===== src/rtl/mult_arbiter_ctrl.sv =====
// -----------------------------------------------------------------------------
// mult_arbiter_ctrl
//
// Sequencing controller and two-client round-robin arbiter for a shared
// WIDTH-bit shift-add signed multiplier datapath (X/A/B registers,
// adder/subtractor, operand mux). The granted client keeps the datapath for
// one full multiply. The controller drives these controls, in order:
//   - one clear/load cycle;
//   - WIDTH add/subtract + shift iterations;
//   - a one-cycle Done pulse while the product sits in A:B.
// A single iteration counter replaces unrolled per-bit states.
//
// Ports
//   Clk        in   1  system clock, rising edge
//   Reset_n    in   1  asynchronous active-low reset
//   Req        in   2  level request per client, held until that client's Done
//   M          in   1  current LSB of datapath B register
//   Grant      out  2  one-hot grant, held for the whole transaction
//   Sel        out  1  operand mux select = index of granted client
//   Clr_Ld     out  1  clear X/A and load B from selected operand
//   Add        out  1  A <= A + S (sign-extended into X)
//   Sub        out  1  A <= A - S (sign-extended into X)
//   Shift_XAB  out  1  arithmetic right shift of X:A:B
//   Done       out  2  one-cycle pulse to the granted client
//   Busy       out  1  high whenever the controller is not idle
// -----------------------------------------------------------------------------
module mult_arbiter_ctrl #(
    parameter int WIDTH = 8
) (
    input  logic       Clk,
    input  logic       Reset_n,
    input  logic [1:0] Req,
    input  logic       M,
    output logic [1:0] Grant,
    output logic       Sel,
    output logic       Clr_Ld,
    output logic       Add,
    output logic       Sub,
    output logic       Shift_XAB,
    output logic [1:0] Done,
    output logic       Busy
);

    localparam int            CW        = (WIDTH > 1) ? $clog2(WIDTH) : 1;
    localparam logic [CW-1:0] LAST_ITER = CW'(WIDTH - 1);

    typedef enum logic [2:0] {
        S_IDLE  = 3'd0,
        S_LOAD  = 3'd1,
        S_ADD   = 3'd2,
        S_SHIFT = 3'd3,
        S_DONE  = 3'd4
    } state_t;

    state_t        r_state;
    state_t        w_state_nxt;
    logic [CW-1:0] r_cnt;
    logic [CW-1:0] w_cnt_nxt;
    logic          r_last;       // index of the client served most recently
    logic          w_last_nxt;
    logic [1:0]    r_grant;
    logic [1:0]    w_grant_nxt;
    logic          r_sel;
    logic          w_sel_nxt;
    logic          w_winner;
    logic          w_last_iter;

    assign w_last_iter = (r_cnt == LAST_ITER);

    // NOTE: sequential state uses non-blocking assignments only, so every
    // register samples the values that were present before the clock edge.
    always_ff @(posedge Clk or negedge Reset_n) begin
        if (!Reset_n) begin
            r_state <= S_IDLE;
            r_cnt   <= '0;
            r_last  <= 1'b1;     // client 0 wins the first contention
            r_grant <= 2'b00;
            r_sel   <= 1'b0;
        end else begin
            r_state <= w_state_nxt;
            r_cnt   <= w_cnt_nxt;
            r_last  <= w_last_nxt;
            r_grant <= w_grant_nxt;
            r_sel   <= w_sel_nxt;
        end
    end

    // NOTE: every signal written here gets a default before the case
    // statement; a path that skips an assignment would infer a latch.
    always_comb begin
        w_state_nxt = r_state;
        w_cnt_nxt   = r_cnt;
        w_last_nxt  = r_last;
        w_grant_nxt = r_grant;
        w_sel_nxt   = r_sel;
        w_winner    = 1'b0;

        unique case (r_state)
            S_IDLE: begin
                if (Req != 2'b00) begin
                    // Under contention, serve the client that was not served last.
                    w_winner    = (Req == 2'b11) ? ~r_last : Req[1];
                    w_sel_nxt   = w_winner;
                    w_grant_nxt = w_winner ? 2'b10 : 2'b01;
                    w_state_nxt = S_LOAD;
                end
            end
            S_LOAD: begin
                w_cnt_nxt   = '0;
                w_state_nxt = S_ADD;
            end
            S_ADD: begin
                w_state_nxt = S_SHIFT;
            end
            S_SHIFT: begin
                if (w_last_iter) begin
                    w_state_nxt = S_DONE;
                end else begin
                    w_cnt_nxt   = r_cnt + CW'(1);
                    w_state_nxt = S_ADD;
                end
            end
            S_DONE: begin
                w_last_nxt  = r_sel;
                w_grant_nxt = 2'b00;
                w_sel_nxt   = 1'b0;
                w_state_nxt = S_IDLE;
            end
            default: begin
                w_state_nxt = S_IDLE;
                w_grant_nxt = 2'b00;
                w_sel_nxt   = 1'b0;
            end
        endcase
    end

    // The final iteration handles the sign bit of the multiplier. That bit
    // carries negative weight, so it subtracts instead of adding.
    assign Add       = (r_state == S_ADD) && !w_last_iter && M;
    assign Sub       = (r_state == S_ADD) &&  w_last_iter && M;

    assign Grant     = r_grant;
    assign Sel       = r_sel;
    assign Clr_Ld    = (r_state == S_LOAD);
    assign Shift_XAB = (r_state == S_SHIFT);
    assign Done      = (r_state == S_DONE) ? r_grant : 2'b00;
    assign Busy      = (r_state != S_IDLE);

endmodule

===== config.mk =====
export PLATFORM = sky130hd
export DESIGN_NAME = mult_arbiter_ctrl
export DESIGN_NICKNAME = d
export VERILOG_FILES = /design/src/rtl/mult_arbiter_ctrl.sv
export SDC_FILE = /design/constraint.sdc
export NUM_CORES = 1
export LEC_CHECK = 0
export ABC_AREA = 1
export ABC_CLOCK_PERIOD_IN_PS = 1300
export CAP_MARGIN = 15
export CORE_AREA = 4 4 41 43
export CTS_CLUSTER_DIAMETER = 60
export DETAILED_ROUTE_END_ITERATION = 16
export DIE_AREA = 0 0 45 47
export PLACE_DENSITY = 0.71
export SLEW_MARGIN = 20
export SYNTH_ARGS = -nofsm -noshare
export SYNTH_HDL_FRONTEND = slang
export SYNTH_SLANG_ARGS = --single-unit

===== constraint.sdc =====
create_clock -name Clk -period 1.3 [get_ports Clk]
set_input_delay 0.39 -clock Clk [delete_from_list [all_inputs] [get_ports Clk]]
set_output_delay 0.39 -clock Clk [all_outputs]
set_load 0.02 [all_outputs]

==> run_results.csv <==
group,metric,value,unit
power_and_ir_drop,p_int,1.288,mW
grt,grt_start_max_net_pins,10,
clock_network,clkSlewWorstSetupHoldPaths,0.06,ns
worst_setup_path,cp.arrival,1.29,ns
clock_network,clockBufferDepth,2,
die,die_h,47,µm
placement,gp_congestion,0.7415,
clock_network,cts.sinks,9,
worst_setup_path,r2r_slack,0.01,ns
sta,rsz0062_at_grt,"yes",
power_and_ir_drop,leakagePower,0.4819,nW
sta,fmax,0.5943,GHz
sta,final-max-slew-violation-count,0,
detailed_routing,drc,0,
yosys,yosys_warnings,0,
yosys,synth_seq_cells,9,
layout,regArea,227.7,µm²
die,die_w,45,µm
detailed_routing,drt-wirelength-per-cell,12.19,µm
yosys,netlist_area,484.2,µm²
yosys,synth_nets,70,
grt,antenna_found_initial,0,
yosys,synthDominantCellAreaShare,41.34,%
placement,pre_cts_slack,-0.8753,ns
layout,stdcell_area,1003,µm²
grt,use_met1,15.84,%
power_and_ir_drop,seqPwrFrac,21.5,%
detailed_routing,drt_wl_total,1.438,mm
worst_setup_path,worstSetupEndpointType,"output pin",
grt,grt_pass1_vias,543,
power_and_ir_drop,finalPower,2.222,mW
yosys,synth_seq_area_share,46.77,%
detailed_routing,first_pass_iters,4,
sta,timing.final.crit_share,129.4,%
yosys,synth_top_area_cell,"dfrtp_1",
layout,multi_input_area,324.1,µm²
clock_network,cts_tree,"yes",
clock_network,htree_levels,1,
worst_setup_path,crit_fanout,3,
grt,grt_busiest_layer,"met2",
grt,grt_pass1_wl,2.290,mm
yosys,synth_commonest_cells,"nand2_1 (19), inv_1 (11), dfrtp_1 (8), nor2_1 (7), o21ai_0 (3)",
layout,syn_to_final_growth,107.2,%
power_and_ir_drop,sw_frac_of_total,42.06,%
power_and_ir_drop,power_density,2215,nW/µm²
yosys,ys_top_cells_by_area,"dfrtp_1 (41%), nand2_1 (15%), inv_1 (8.5%)",
grt,use_met2,29.38,%
yosys,synth_cell_types,15,
layout,final_util,77.12,%
power_and_ir_drop,worst_ir_drop_vdd,1.209,mV
clock_network,clk_latency,0.26,ns
sta,timing.hold.ws,0.4182,ns
die,coreArea,1301,µm²
placement,io_buffer_count,14,
layout,fillers,92,
detailed_routing,ant_nets,0,
worst_setup_path,cp-startpoint,"r_cnt[1]",
job,maxCapViolCount,0,
run_status,run_status,"complete, but fails checks",
layout,nNetsFinal,111,
sta,layout_setup_ws,-0.3826,ns
placement,place_area,785.8,µm²
die,die-area,2115,µm²
yosys,ys.flop_type,"dfrtp_1",
yosys,synth.most_common_cell,"nand2_1",
sta,hold_viol_final,0,
layout,diodes,0,
worst_setup_path,critical_path_required,0.91,ns
worst_setup_path,criticalPathCategory,"reg -> out",
power_and_ir_drop,p_sw,0.9346,mW
worst_setup_path,r2r-start,"r_cnt[1]",
worst_setup_path,worst_setup_path_start_kind,"register",
sta,worst_pin_slew,0.3987,ns
sta,fin_worst_skew,0.004913,ns
grt,globalRoute.totalOverflow,0,
worst_setup_path,crit_path_end,"Add",
power_and_ir_drop,clkPwrFrac,9.7,%
worst_setup_path,r2r-end,"r_cnt[2]",
worst_setup_path,rr_worst_depth,7,
grt,use_met3,2.682,%
die,start_util,37.21,%
power_and_ir_drop,combPwrFrac,68.8,%
placement,dpl.hpwl,970.8,µm
layout,drive_above_1_share,59.22,%
die,pin_count,15,
yosys,async_reset_ff_share,100.0,%
yosys,avgSynthCellArea,7.686,µm²
grt,grt_usage,15.93,%
detailed_routing,routed_via_density,4.754,
placement,dp_cells,105,
clock_network,cts-root-buf,"clkbuf_4",
sta,min_period,1.683,ns
layout,stdcell_count,118,
detailed_routing,via_count,561,
yosys,synth_cells,63,
sta,fin_setup_tns,-1.978,ns
detailed_routing,drt-initial-drc-count,4,
hold_path,hp-class,"in -> async",
yosys,synth_edf_count,0,
sta,slew_headroom,73.34,%
run_status,violations,"negative setup slack",
sta,finalSetupViolations,7,
die,rows,13,
clock_network,numCtsBuffers,3,
-- worst min-delay path by stage --
stage          startpoint    endpoint  cells past startpoint
2_1_floorplan     Reset_n    Grant[0]                      0
5_1_grt           Reset_n    r_cnt[2]                      1
4_1_cts           Reset_n    r_cnt[2]                      1
3_5_place_dp     r_cnt[1]    r_cnt[1]                      2
6_report          Reset_n  r_state[0]                      1
3_3_place_gp     r_cnt[1]    r_cnt[1]                      2
-- registers in the layout, indices dropped and copies added, names as in the netlist --
register,cells
Grant,2
r_state,3
r_last,1
r_cnt,3
-- kinds of logic (layout without fill, tap and decap cells) --
logic type,count (synthesis),in the layout,share of synthesized area (%)
flops,9,9,46.77
fa+ha+maj,2,2,5.167
buf+inv,13,53,10.85
simple gates,34,34,32.04
compound gates,5,5,5.167
-- placed cells by master, fill, tap and decap left out --
master and n:
buf_6 17, nand2_1 16, buf_4 15, dfrtp_1 7, inv_1 6, nor2_4 5, inv_2 4, clkdlybuf4s50_1 4
clkbuf_4 3, nand2_4 2, nand3_4 2, nor3_4 2, o21ai_0 2, nor2_1 2, inv_8 1, inv_6 1
nor2_2 1, nand2_2 1, nand4_1 1, nand3_1 1, a21oi_4 1, o21ai_1 1, nand3_2 1, a21oi_1 1
ha_2 1, ha_4 1, clkbuf_1 1, buf_2 1, dfstp_2 1, dfrtp_2 1
-- what timing repair did --
item,in CTS,in global routing
hold buffers,0,0
buffers inserted,10,5
resized for setup,81,16
endpoints found under the setup margin,13,14
pin swaps,7,8
-- layout make-up --
class / count / share of cell area [%]
clock buffers: 4 / 2.618
flip-flops and latches: 9 / 22.69
inverters: 12 / 5.736
repair buffers: 37 / 34.79
multi-input cells: 41 / 32.29
well taps: 15 / 1.870
-- layer usage --
layer / routed length (µm) / share of wire [%]
met1: 552 / 38
met5: 0 / 0
met3: 56 / 3.9
met4: 38 / 2.6
met2: 790 / 55
-- critical path: stages, from the launching register on --
cell	delay, ns
dfrtp_1	0.38
ha_2	0.20
ha_4	0.17
nor3_4	0.13
buf_6	0.15
-- power groups by stage --
stage                     Sequential (mW)  Clock [mW]  Combinational, mW
final                               0.477       0.216               1.53
after global placement              0.461           0               1.06
after CTS                           0.463       0.227               1.44
after detailed placement            0.467           0               1.09
after global routing                0.491       0.239               1.66
after floorplan                     0.517           0              0.498
Note: power is estimated with default switching activity, not from simulation.
